`src/rtl/mem_port_arbiter.sv`:
```
// rtl/mem_port_arbiter.sv - fetch/data arbiter for one shared single-port memory with watchdog
// Define MEM_ARB_RR_EN for round-robin grant between two eligible requesters.
module mem_port_arbiter #(
  parameter int ADDR_WIDTH     = 32,
  parameter int DATA_WIDTH     = 32,
  parameter int TIMEOUT_CYCLES = 64
) (
  input  logic                    clk,
  input  logic                    reset,
  input  logic                    if_req,
  input  logic [ADDR_WIDTH-1:0]   if_addr,
  output logic                    if_rvalid,
  output logic [DATA_WIDTH-1:0]   if_rdata,
  input  logic                    d_req,
  input  logic                    d_we,
  input  logic [ADDR_WIDTH-1:0]   d_addr,
  input  logic [DATA_WIDTH-1:0]   d_wdata,
  input  logic [DATA_WIDTH/8-1:0] d_be,
  output logic                    d_rvalid,
  output logic [DATA_WIDTH-1:0]   d_rdata,
  output logic                    mem_req,
  output logic                    mem_we,
  output logic [ADDR_WIDTH-1:0]   mem_addr,
  output logic [DATA_WIDTH-1:0]   mem_wdata,
  output logic [DATA_WIDTH/8-1:0] mem_be,
  input  logic                    mem_ready,
  input  logic                    mem_rvalid,
  input  logic [DATA_WIDTH-1:0]   mem_rdata,
  output logic                    stall,
  output logic                    err
);

  localparam int BE_WIDTH = DATA_WIDTH / 8;
  localparam int WD_WIDTH = (TIMEOUT_CYCLES > 0) ? $clog2(TIMEOUT_CYCLES + 1) : 1;

  typedef enum logic [1:0] {
    ST_IDLE,
    ST_ISSUE,
    ST_WAIT,
    ST_RESP
  } state_t;

  state_t                state;
  logic                  owner;      // 1 = data port owns the transaction
  logic                  block_if;
  logic                  block_d;
  logic [WD_WIDTH-1:0]   wd_cnt;
  logic                  elig_if;
  logic                  elig_d;
  logic                  grant_d;
  logic                  timeout;
  logic                  resp_fire;
  logic                  resp_err;
  logic [DATA_WIDTH-1:0] resp_data;
`ifdef MEM_ARB_RR_EN
  logic                  rr_last;    // 1 = data was granted last
`endif

  // The requester just answered sits out one IDLE cycle so it cannot be served twice.
  assign elig_if = if_req & ~block_if;
  assign elig_d  = d_req & ~block_d;

`ifdef MEM_ARB_RR_EN
  assign grant_d = elig_d & (~elig_if | ~rr_last);
`else
  assign grant_d = elig_d;
`endif

  generate
    if (TIMEOUT_CYCLES > 0) begin : g_wd
      assign timeout = (wd_cnt == WD_WIDTH'(TIMEOUT_CYCLES));
    end else begin : g_no_wd
      assign timeout = 1'b0;
    end
  endgenerate

  assign stall = (state != ST_IDLE) | if_req | d_req;

  // A real response always wins over a watchdog abort in the same cycle.
  always_comb begin
    resp_fire = 1'b0;
    resp_err  = 1'b0;
    resp_data = '0;
    case (state)
      ST_ISSUE: begin
        if (mem_ready && mem_rvalid) begin
          resp_fire = 1'b1;
          resp_data = mem_rdata;
        end else if (timeout) begin
          resp_fire = 1'b1;
          resp_err  = 1'b1;
        end
      end
      ST_WAIT: begin
        if (mem_rvalid) begin
          resp_fire = 1'b1;
          resp_data = mem_rdata;
        end else if (timeout) begin
          resp_fire = 1'b1;
          resp_err  = 1'b1;
        end
      end
      default: begin
        resp_fire = 1'b0;
      end
    endcase
  end

  always_ff @(posedge clk or negedge reset) begin
    if (!reset) begin
      state     <= ST_IDLE;
      owner     <= 1'b0;
      block_if  <= 1'b0;
      block_d   <= 1'b0;
      wd_cnt    <= '0;
      if_rvalid <= 1'b0;
      if_rdata  <= '0;
      d_rvalid  <= 1'b0;
      d_rdata   <= '0;
      mem_req   <= 1'b0;
      mem_we    <= 1'b0;
      mem_addr  <= '0;
      mem_wdata <= '0;
      mem_be    <= '0;
      err       <= 1'b0;
`ifdef MEM_ARB_RR_EN
      rr_last   <= 1'b1;
`endif
    end else begin
      if_rvalid <= 1'b0;
      d_rvalid  <= 1'b0;
      err       <= 1'b0;
      case (state)
        ST_IDLE: begin
          block_if <= 1'b0;
          block_d  <= 1'b0;
          if (elig_if | elig_d) begin
            owner     <= grant_d;
            mem_req   <= 1'b1;
            mem_we    <= grant_d & d_we;
            mem_addr  <= grant_d ? d_addr : if_addr;
            mem_wdata <= grant_d ? d_wdata : '0;
            mem_be    <= grant_d ? d_be : {BE_WIDTH{1'b1}};
            wd_cnt    <= '0;
            state     <= ST_ISSUE;
`ifdef MEM_ARB_RR_EN
            rr_last   <= grant_d;
`endif
          end
        end
        ST_ISSUE, ST_WAIT: begin
          wd_cnt <= wd_cnt + WD_WIDTH'(1);
          if (resp_fire) begin
            state   <= ST_RESP;
            mem_req <= 1'b0;
            err     <= resp_err;
            if (owner) begin
              d_rvalid <= 1'b1;
              d_rdata  <= mem_we ? '0 : resp_data;
              block_d  <= 1'b1;
            end else begin
              if_rvalid <= 1'b1;
              if_rdata  <= resp_data;
              block_if  <= 1'b1;
            end
          end else if (state == ST_ISSUE && mem_ready) begin
            state   <= ST_WAIT;
            mem_req <= 1'b0;
          end
        end
        ST_RESP: begin
          state <= ST_IDLE;
        end
        default: begin
          state <= ST_IDLE;
        end
      endcase
    end
  end

endmodule

```
`config.mk`:
```
export PLATFORM = sky130hd
export DESIGN_NAME = mem_port_arbiter
export DESIGN_NICKNAME = d
export VERILOG_FILES = /design/src/rtl/mem_port_arbiter.sv
export SDC_FILE = /design/constraint.sdc
export NUM_CORES = 1
export LEC_CHECK = 0
export CORE_MARGIN = 4
export CORE_UTILIZATION = 42
export DETAILED_ROUTE_END_ITERATION = 10
export PLACE_DENSITY = 0.9
export SYNTH_ARGS = -nofsm -noshare
export SYNTH_HDL_FRONTEND = slang
export SYNTH_SLANG_ARGS = --single-unit
```
`constraint.sdc`:
```
create_clock -name clk -period 2.55 [get_ports clk]
set_input_delay 0.51 -clock clk [delete_from_list [all_inputs] [get_ports clk]]
set_output_delay 0.51 -clock clk [all_outputs]
set_load 0.005 [all_outputs]
```
==> flow_metrics.tcl <==
set metrics [dict create \
    ys_ff_latch 149 \
    p_leak_nw 4.15 \
    worst_slew_pin_slew_ns 0.616 \
    post-cts-setup-buffers 0 \
    grt_overflow_total 0 \
    antenna_left 0 \
    synth_ff_type "dfrtp_1" \
    wl_um 19100 \
    crit_start "state[0]" \
    die_w_um 130 \
    timing.final.crit_share 0.932 \
    max_slew_margin 0.586 \
    fill_cells 1091 \
    cts_tree "built" \
    num_vias 5815 \
    hold_violations 0 \
    die_area_um2 16900 \
    ys_async_sr_fraction 1.00 \
    critPathLaunchType "register" \
    post_drt_wl_per_cell_um 17.2 \
    final_cells 1109 \
    hpwlAfterDp_um 14200 \
    drt_pass1_iterations 5 \
    crit_type "register to output port" \
    reg2reg_from "state[0]" \
    slew_violations 0 \
    n_antenna_cell 0 \
    grt_util_all_layers 0.225 \
    start_util 0.429 \
    cp_data_arrival_time_ns 1.87 \
    ioPinCount 277 \
    htreeDepth 4 \
    clk_pin_slew_ns 0.06 \
    place_congestion 0.840 \
    drcViolationCount 0 \
    required_ns 2.04 \
    first_iter_violations 405 \
    syn_inst 645 \
    syn_to_final_growth_pct 57.7 \
    cts_buffer_depth 2 \
    drive_gt1_frac 0.0616 \
    final.setup_skew_ns 0.00869 \
    core_um2 14600 \
    die_y_um 130 \
    critPathCaptureType "output port" \
    grt_max_degree 66 \
    ys_seq_area_frac 0.595 \
    min_period_ns 2.38 \
    outcome "finished clean" \
    multi_input_area_um2 2120 \
    seq_area_um2 3730 \
    synth_edf_count 0 \
    synth_area_per_cell_um2 9.71 \
    antenna_found_initial 0 \
    vias_per_cell 5.24 \
    dp.cells 1077 \
    peakVddDrop_uv 534 \
    max-cap-violations 0 \
    clk_latency_ns 0.42 \
    clk_root_buffer_cell "clkbuf_16" \
    fin_tns_setup_ns 0 \
    cts_buffers 17 \
    nNetsFinal 1057 \
    synth_nets 790 \
    setup_viol 0 \
    grt_pass1_vias 5685 \
    synth_cell_types 35 \
    min_path_type "primary input to asynchronous set/reset pin" \
    cts_num_sinks 149 \
    rsz0062_at_grt "no" \
    fmax_ghz 0.421 \
    port_buffers 276 \
    syn_area_um2 6260 \
    yosys_warnings 0 \
    grt_pass1_wl_um 29500 \
    rows 44 \
    powerDensity_nw_per_um2 1150 \
    crit_path_max_fanout 10 \
]
==> power by group <==
part	switching [mW]	internal, mW
clock network	1.04	1.47
registers	0.651	3.38
logic	2.13	2.72
==> final timing paths <==
path	cells after the start	to	slack, ns
min in group clk	1	mem_wdata[6]	0.51
max reg2reg	8	if_rdata[30]	0.35
max	4	stall	0.17
max in group asynchronous	2	d_rdata[9]	1.69
min	1	if_rvalid	0.06
min reg2reg	1	mem_wdata[6]	0.51
==> metrics by stage <==
step	power, mW	cell area [um^2]	hold slack, ns	worst slack, ns	utilization
5_1_grt	12.1	9880	0.101	0.0742	0.677
6_report	11.4	9880	0.0611	0.174	0.677
4_1_cts	11.5	9880	0.0709	0.0365	0.677
3_5_place_dp	8.94	9280	0.491	0.247	0.636
2_1_floorplan	5.98	6260	0.214	0.601	-
3_3_place_gp	8.73	9280	0.488	0.254	0.636
==> critical path: stages (launching register included) <==
cell and delay (ns):
dfrtp_1 0.43, inv_1 0.11, ha_2 0.31, nand2_1 0.12
clkdlybuf4s50_1 0.48
==> layout make-up <==
class                   instances  share of cell area
well taps                     184              0.0233
inverters                      71              0.0270
clock inverters                14              0.0167
flip-flops and latches        149               0.377
multi-input cells             380               0.214
repair buffers                293               0.298
clock buffers                  18              0.0434
==> cells in the mapped netlist (2+ instances only) <==
cell         n  area (um^2)
dfrtp_1    149         3730
nand2_1     79          297
nand3_1     72          360
inv_1       71          267
nor2_1      42          158
o21ai_1     39          195
a31oi_1     34          213
a22o_1      33          289
clkbuf_1    32          120
o21ai_0     31          155
buf_2        7         35.0
ha_1         6         75.1
nand2b_1     5         31.3
a21oi_1      4         20.0
o22a_1       4         35.0
buf_4        3         22.5
buf_6        3         33.8
mux2i_1      3         30.0
nor3_1       3         15.0
o211ai_1     3         22.5
and3_1       2         12.5
nand4_1      2         12.5
nand4bb_1    2         22.5
nor2b_1      2         12.5
o22ai_1      2         12.5
o31ai_1      2         15.0
or3_1        2         12.5
==> placed cells by master (no fill, tap or decap), types with 3 or more instances in the layout <==
| cell type | netlist | layout |
|---|---|---|
| nor2_1 | 42 | 41 |
| mux2i_1 | 3 | 3 |
| a31oi_1 | 34 | 34 |
| clkdlybuf4s50_1 | 0 | 275 |
| ha_1 | 6 | 5 |
| o21ai_1 | 39 | 38 |
| a21oi_1 | 4 | 4 |
| inv_1 | 71 | 71 |
| inv_6 | 0 | 6 |
| nand3_1 | 72 | 72 |
| nand2_1 | 79 | 79 |
| dfrtp_1 | 149 | 149 |
| o21ai_0 | 31 | 31 |
| clkbuf_16 | 0 | 17 |
| buf_12 | 0 | 4 |
| buf_4 | 3 | 13 |
| o211ai_1 | 3 | 3 |
| o22a_1 | 4 | 4 |
| nand2b_1 | 5 | 5 |
| a22o_1 | 33 | 33 |
| clkinv_4 | 0 | 3 |
==> logic make-up (layout without fill, tap and decap cells) <==
| kind of cell | after synthesis | after routing | share of synthesized area |
|---|---|---|---|
| muxes | 3 | 3 | 0.00479 |
| buffers and inverters | 116 | 396 | 0.0763 |
| AOI/OAI and AO/OA | 155 | 155 | 0.157 |
| DFF | 149 | 149 | 0.595 |
| adders and majority gates | 6 | 6 | 0.0120 |
| and+or+nand+nor | 216 | 216 | 0.155 |
==> per-layer routing <==
metal	routed length [um]	GRT usage	vias to the layer above
li1	-	-	2730
met1	7130	0.258	2761
met2	9550	0.385	294
met3	2070	0.0815	30
met4	375	0.0825	0
met5	0	0	-
==> registers in the layout, indices dropped and copies added (netlist names) <==
signal	flops
if_rdata	32
state	2
if_rvalid	1
d_rdata	32
block_if	1
d_rvalid	1
owner	1
mem_addr	32
mem_we	1
wd_cnt	7
mem_be	4
mem_req	1
block_d	1
mem_wdata	32
err	1
==> timing repair <==
item	in CTS	in global routing
hold buffers	0	0
resized for setup	0	1
endpoints found under the setup margin	0	1
(Power assumes the default switching activity.)
